[src/rtl/bloom_hash_gen.sv]
// rtl/bloom_hash_gen.sv - nine-lane rolling byte hash with modulo reduction for the bloom filter
// Keys stream in a byte at a time; each lane keeps its own rotate/xor hash, reduced once per key.
module bloom_hash_gen #(
  parameter int         BLOOM_DEPTH = 115,
  parameter int         MAX_LEN     = 64,
  parameter logic [7:0] SEED_BASE   = 8'h5A
) (
  input  logic       clk_i,
  input  logic       rst_ni,
  input  logic [7:0] data_i,
  input  logic       valid_i,
  input  logic       last_i,
  output logic       ready_o,
  output logic [7:0] hash0_o,
  output logic [7:0] hash1_o,
  output logic [7:0] hash2_o,
  output logic [7:0] hash3_o,
  output logic [7:0] hash4_o,
  output logic [7:0] hash5_o,
  output logic [7:0] hash6_o,
  output logic [7:0] hash7_o,
  output logic [7:0] hash8_o,
  output logic       hash_valid_o,
  input  logic       hash_ready_i,
  output logic       trunc_o
);

  localparam logic [1:0] ST_ACCUM  = 2'd0;
  localparam logic [1:0] ST_REDUCE = 2'd1;
  localparam logic [1:0] ST_OUT    = 2'd2;

  localparam int RED_STEPS = (256 + BLOOM_DEPTH - 1) / BLOOM_DEPTH;

  logic [1:0] state_q, state_d;
  logic [6:0] cnt_q, cnt_d;
  logic       trunc_q, trunc_d;
  logic [7:0] h_q   [9];
  logic [7:0] h_d   [9];
  logic [7:0] idx_q [9];
  logic [7:0] idx_d [9];

  function automatic logic [7:0] lane_seed(input int k);
    return SEED_BASE ^ 8'(k * 29);
  endfunction

  // Repeated conditional subtraction; enough steps to bring any byte below BLOOM_DEPTH.
  function automatic logic [7:0] reduce_idx(input logic [7:0] h);
    int v;
    v = int'(h);
    for (int i = 0; i < RED_STEPS; i++) begin
      if (v >= BLOOM_DEPTH) v = v - BLOOM_DEPTH;
    end
    return 8'(v);
  endfunction

  always_comb begin
    state_d = state_q;
    cnt_d   = cnt_q;
    trunc_d = trunc_q;
    for (int k = 0; k < 9; k++) begin
      h_d[k]   = h_q[k];
      idx_d[k] = idx_q[k];
    end
    case (state_q)
      ST_ACCUM: begin
        if (valid_i) begin
          for (int k = 0; k < 9; k++) begin
            h_d[k] = {h_q[k][6:0], h_q[k][7]} ^ (data_i + 8'(k));
          end
          cnt_d = cnt_q + 7'd1;
          if (last_i || (cnt_q == 7'(MAX_LEN - 1))) begin
            state_d = ST_REDUCE;
            trunc_d = ~last_i;
          end
        end
      end
      ST_REDUCE: begin
        for (int k = 0; k < 9; k++) begin
          idx_d[k] = reduce_idx(h_q[k]);
        end
        state_d = ST_OUT;
      end
      ST_OUT: begin
        if (hash_ready_i) begin
          for (int k = 0; k < 9; k++) begin
            h_d[k] = lane_seed(k);
          end
          cnt_d   = 7'd0;
          trunc_d = 1'b0;
          state_d = ST_ACCUM;
        end
      end
      default: state_d = ST_ACCUM;
    endcase
  end

  always_ff @(posedge clk_i or negedge rst_ni) begin
    if (!rst_ni) begin
      state_q <= ST_ACCUM;
      cnt_q   <= 7'd0;
      trunc_q <= 1'b0;
      for (int k = 0; k < 9; k++) begin
        h_q[k]   <= lane_seed(k);
        idx_q[k] <= 8'd0;
      end
    end else begin
      state_q <= state_d;
      cnt_q   <= cnt_d;
      trunc_q <= trunc_d;
      for (int k = 0; k < 9; k++) begin
        h_q[k]   <= h_d[k];
        idx_q[k] <= idx_d[k];
      end
    end
  end

  assign ready_o      = (state_q == ST_ACCUM);
  assign hash_valid_o = (state_q == ST_OUT);
  assign trunc_o      = trunc_q;
  assign hash0_o      = idx_q[0];
  assign hash1_o      = idx_q[1];
  assign hash2_o      = idx_q[2];
  assign hash3_o      = idx_q[3];
  assign hash4_o      = idx_q[4];
  assign hash5_o      = idx_q[5];
  assign hash6_o      = idx_q[6];
  assign hash7_o      = idx_q[7];
  assign hash8_o      = idx_q[8];

endmodule
[config.mk]
export PLATFORM = sky130hd
export DESIGN_NAME = bloom_hash_gen
export DESIGN_NICKNAME = d
export VERILOG_FILES = /design/src/rtl/bloom_hash_gen.sv
export SDC_FILE = /design/constraint.sdc
export NUM_CORES = 1
export LEC_CHECK = 0
export ABC_AREA = 0
export BUFFER_PORTS_ARGS = -buffer_cell sky130_fd_sc_hd__buf_2
export CAP_MARGIN = 0
export CORE_ASPECT_RATIO = 0.5
export CORE_MARGIN = 8
export CORE_UTILIZATION = 45
export DETAILED_ROUTE_END_ITERATION = 10
export PLACE_DENSITY_LB_ADDON = 0.12
export SLEW_MARGIN = 0
export SYNTH_ARGS = -nofsm -noshare
export SYNTH_HDL_FRONTEND = slang
export SYNTH_SLANG_ARGS = --single-unit
[constraint.sdc]
create_clock -name clk_i -period 7.5 [get_ports clk_i]
set_input_delay 0.75 -clock clk_i [delete_from_list [all_inputs] [get_ports clk_i]]
set_output_delay 0.75 -clock clk_i [all_outputs]
set_load 0.05 [all_outputs]
* Yosys cells after proc, flatten, opt, wreduce, memory -nomap -nowiden *
Index checks and enable logic that the tools add are counted.

word-level totals
  flip-flop bits (word level) = 154
  input bits = 13
  output and inout bits = 75

cells by class
  add/subtract/negate cells = 36
  magnitude comparators = 27
  equal/unequal tests = 6
  muxes and demuxes = 59
  bitwise logic cells = 10
  reductions and logical operators = 6

operators with widths
  operator               count
  $mux 32                36
  $ge 32x8->1 const B    18
  $sub 32x8->32 const B  9
  $mux 72                2
  $pmux 72 s2            1
  $sub 8x7->9 const B    9
  $ge 8x7->1 const B     9
  $mux 8                 9
  $sub 8x8->8 const B    9
  $xor 8x8->8            9
  $add 8x3->8 const B    4
  $add 8x2->8 const B    2
  $mux 7                 2
  $pmux 7 s2             1
  $add 8x1->8 const B    1
  $add 8x4->8 const B    1
  $add 7x1->7 const B    1
  $eq 7x6->1 const B     1
  $mux 2                 3
  $pmux 2 s3             1
  $reduce_and 3->1       2
  $ne 2x1->1 const B     2
  $reduce_and 4->1       1
  $mux 1                 3
  8 further kinds        8

* Depth between registers and ports, before layout *
  depth in word-level cells = 8
  mapped depth = 25
  depth with buffers taken out = 23

* Worst setup path after synthesis *
No wires, ideal clock.

  kind = register to register
  start = register h_q[48] (netlist bit)
  end = register idx_q, in the netlist hash2_o[1]
  data arrival time = 4.923 ns
  required time = 7.370 ns
  setup slack = 2.447 ns
  stages on the path, launching flop included = 25
  buffers on the path = 4
  cell sequence = dfrtp_1 ha_1 buf_6 or3_1 buf_6 a21oi_2 nor2_1 a31o_2 ha_1 or3_1 o32a_1 a21o_1 ha_1 clkbuf_1 a31oi_4 xnor2_1 ha_1 or4b_1 o311ai_0 o21ai_1 nand2_2 and2_4 buf_6 mux2i_1 o21ai_1

between the ends
  cells in the longest elaborated chain, start to end = 8
  elaborated cells on any way between the ends = 11
  classes of those cells = add/sub: 3; order compare: 3; mux: 5

RTL lines
  what                                          RTL line  text
  from (decl)                                   37        logic [7:0] h_q [9];
  from (signal, indexed assignment)             103       h_q[k] <= lane_seed(k);
  from (signal, indexed assignment)             111       h_q[k] <= h_d[k];
  $sub 8x7->9 or $ge 8x7->1 (tied branches)     51        if (v >= BLOOM_DEPTH) v = v - BLOOM_DEPTH;
  $mux 32 (*)                                   51
  $mux 32 (*)                                   64        case (state_q)
  $sub 32x8->32 or $ge 32x8->1 (tied branches)  51
  $mux 32 (*)                                   51
  $mux 32 (*)                                   64
  $ge 32x8->1 or $sub 8x8->8 (tied branches)    51
  $mux 8 (*)                                    51
  to (signal, indexed assignment)               112       idx_q[k] <= idx_d[k];
  to (decl)                                     39        logic [7:0] idx_q [9];

Every way passes the cells marked *; elsewhere a longest branch is shown, timed or not. The select of a mux whose other input is x is not followed.
A chain may end at the register's enable or synchronous reset.

* Worst setup path in the final report *
  start = register h_q[9] (netlist bit)
  end = register idx_q, in the netlist hash7_o[2]

The elaborated chain is that of the path after synthesis.

==> results.json <==
{
  "grt.busiest_layer": "met1",
  "ys_seq_area_frac": 0.2333,
  "synth-xor-area-share": 0.1090,
  "critical_path_arrival_ns": 6.20,
  "drt-pass1-iter-count": 5,
  "gr-usage-met1": 0.3564,
  "tightestPinTransition_ns": 1.043,
  "rsz0062_at_grt": "no",
  "cts.repair.resized": 0,
  "clock.fmax_ghz": 0.1700,
  "r2r_cells": 21,
  "synth_nets": 2276,
  "maxCapViolCount": 0,
  "syn_area_um2": 16700,
  "die_width_um": 288.4,
  "cts_tree": "built",
  "hold_class": "input port to asynchronous set/reset pin",
  "status": "complete, no violations",
  "async_flop_share": 1.000,
  "cp.required_ns": 7.82,
  "dp_hpwl_um": 35320,
  "track_usage": 0.2188,
  "synthAdderAreaFrac": 0.08243,
  "startpoint_type": "register",
  "post-synth-top-area-cell": "dfrtp_1",
  "ctsHoldBuffers": 0,
  "synth_compound_area_frac": 0.2639,
  "skew_ns": 0.008031,
  "ys.flop_type": "dfrtp_1",
  "met3_usage": 0.06104,
  "num_io_pins": 88,
  "wirelength_um": 48690,
  "num_rows": 50,
  "cts_root_buffer": "clkbuf_16",
  "core-area_um2": 36970,
  "netlist_instances": 2153,
  "synth_warnings": 0,
  "synth_seq_cells": 154,
  "hold_violations": 0,
  "dieArea_um2": 43900,
  "drt_iter0_markers": 1511,
  "gp_congestion": 0.9450,
  "finalCritPeriodShare": 0.7842,
  "clock-sinks": 154,
  "reg2reg_slack_ns": 1.62,
  "vias_per_cell": 6.081,
  "slew_headroom": 0.3045,
  "critPathMaxFanout": 15,
  "clockBufferDepth": 2,
  "synth.distinct_cells": 102,
  "report.final.slew_viol_count": 0,
  "muxShareOfSynthArea": 0.02345,
  "holdWs_ns": 0.4328,
  "ys_top_cells_by_area": "dfrtp_1, ha_1, xnor2_1, nand2_1, dfstp_2",
  "numCtsBuffers": 17,
  "antenna_cells": 0,
  "met2_usage": 0.2790,
  "vias": 15860,
  "synth_top_area_share": 0.1798,
  "start_util": 0.4516,
  "antenna_left": 0,
  "drc": 0,
  "clk_transition_reported_paths_ns": 0.07,
  "grt_max_degree": 102,
  "min_period_ns": 5.882,
  "nets": 2224,
  "htreeDepth": 4,
  "fill_cells": 3603,
  "area.growth.synth_to_final_pct": 6.077,
  "crit_type": "register to register",
  "r2r_start": "h_q[9]",
  "routedWlPerCell_um": 18.67,
  "portBuffers": 87,
  "cp-end-kind": "register",
  "synth_top_family_by_area": "compound AO/OA/AOI/OAI gates",
  "worstSetupStartpoint": "h_q[9]",
  "avgSynthCellArea_um2": 7.755,
  "die_h_um": 152.2,
  "grt_overflow_total": 0,
  "synth_edf_count": 0,
  "drive_gt1_frac": 0.1192,
  "grt_first_pass_wirelength_um": 79700,
  "synth_simple_gate_area_frac": 0.2335,
  "rr_endpoint": "hash7_o[2]",
  "grt_pass1_vias": 14450,
  "setup_viol": 0,
  "antenna_found_initial": 0,
  "final.setup.tns_ns": 0,
  "cts_setup_buffers": 0,
  "clkLatencyLatePin_ns": 0.46
}
## cell usage in the layout, fill, tap and decap left out, drive strengths merged, types with 24 or more instances in the layout
master	netlist	final
and3	24	24
xor2	60	60
a211oi	26	26
nand2	253	253
dfstp	34	34
nand3	62	62
buf	61	93
dfrtp	120	120
nand4	26	26
inv	53	54
a21oi	143	143
ha	110	110
nor2b	30	30
o21ai	196	196
nand2b	30	30
o31ai	30	30
a31oi	47	47
or3	27	27
xnor2	147	147
nor3	51	51
nor2	141	141
## cells in the mapped netlist (all sizes together) (15+ instances only)
master / n
a211oi: 26
a21oi: 143
a31o: 22
a31oi: 47
and2: 15
and3: 24
buf: 61
clkbuf: 103
dfrtp: 120
dfstp: 34
ha: 110
inv: 53
mux2i: 23
nand2: 253
nand2b: 30
nand3: 62
nand4: 26
nor2: 141
nor2b: 30
nor3: 51
nor3b: 17
nor4: 19
o211ai: 17
o21ai: 196
o22ai: 15
o31ai: 30
or2: 22
or3: 27
xnor2: 147
xor2: 60
## per-layer routing
| layer | part of all wire | vias to the layer above |
|---|---|---|
| met2 | 0.37 | 494 |
| met4 | 0.0076 | 0 |
| met1 | 0.54 | 7589 |
| li1 | - | 7741 |
| met3 | 0.078 | 34 |
| met5 | 0 | - |
## per-stage QoR
stage          instance area, um2  setup slack [ns]  std cells  utilization
3_5_place_dp                17110             1.704       2576       0.4629
4_1_cts                     17710             1.689       2608       0.4791
2_1_floorplan               16700             2.447       2153            -
3_3_place_gp                17110             1.959       2576       0.4629
6_report                    17710             1.618       2608       0.4791
5_1_grt                     17710             1.065       2608       0.4791
## worst max-delay path by stage
stage,end,slack [ns]
floorplan,hash2_o[1],2.45
global placement,hash2_o[1],1.96
detailed placement,hash2_o[3],1.70
CTS,hash2_o[3],1.69
global route,hash7_o[2],1.06
finish,hash7_o[2],1.62
## final cells by class
class                      count  area (um2)  area share
multi-input combinational   1782       11910      0.6726
sequential                   154        3896      0.2200
tap                          494       618.1     0.03490
timing repair buffer          93       486.7     0.02748
clock buffer                  19       452.9     0.02557
inverter                      53       198.9     0.01123
clock inverter                13       145.1    0.008194
## flip-flops by register name, summed over array words and instances, names as in the netlist
register  cells
h_q          72
hash0_o       8
hash1_o       8
hash2_o       8
hash3_o       8
hash4_o       8
hash5_o       8
hash6_o       8
hash7_o       8
hash8_o       8
cnt_q         7
state_q       2
trunc_o       1
## critical path, stage by stage (launching register included)
cell	delay, ns
dfrtp_1	0.50
ha_1	0.42
nor3_1	0.43
a21oi_1	0.12
nor2_1	0.22
mux2_2	0.41
ha_1	0.31
or3_1	0.33
o32a_1	0.25
nand2_1	0.16
nand2_1	0.07
ha_1	0.32
a31oi_1	0.50
xnor2_1	0.22
ha_1	0.24
a21oi_1	0.13
o2111ai_1	0.19
a41oi_1	0.29
nand2b_1	0.29
nor2_1	0.09
xnor2_1	0.18
o21ai_1	0.08
## logic make-up (layout without fill, tap and decap cells)
logic type               Yosys count  in the layout
AO/OA/AOI/OAI                    657            657
XOR/XNOR                         207            207
multiplexers                      37             37
flip-flops                       154            154
buffers and inverters            217            178
AND/OR/NAND/NOR                  771            771
adder cells (fa/ha/maj)          110            110
Power is left out: the tool's default activity adds up to more than one toggle a clock period on the data nets, which glitch-free logic cannot reach.
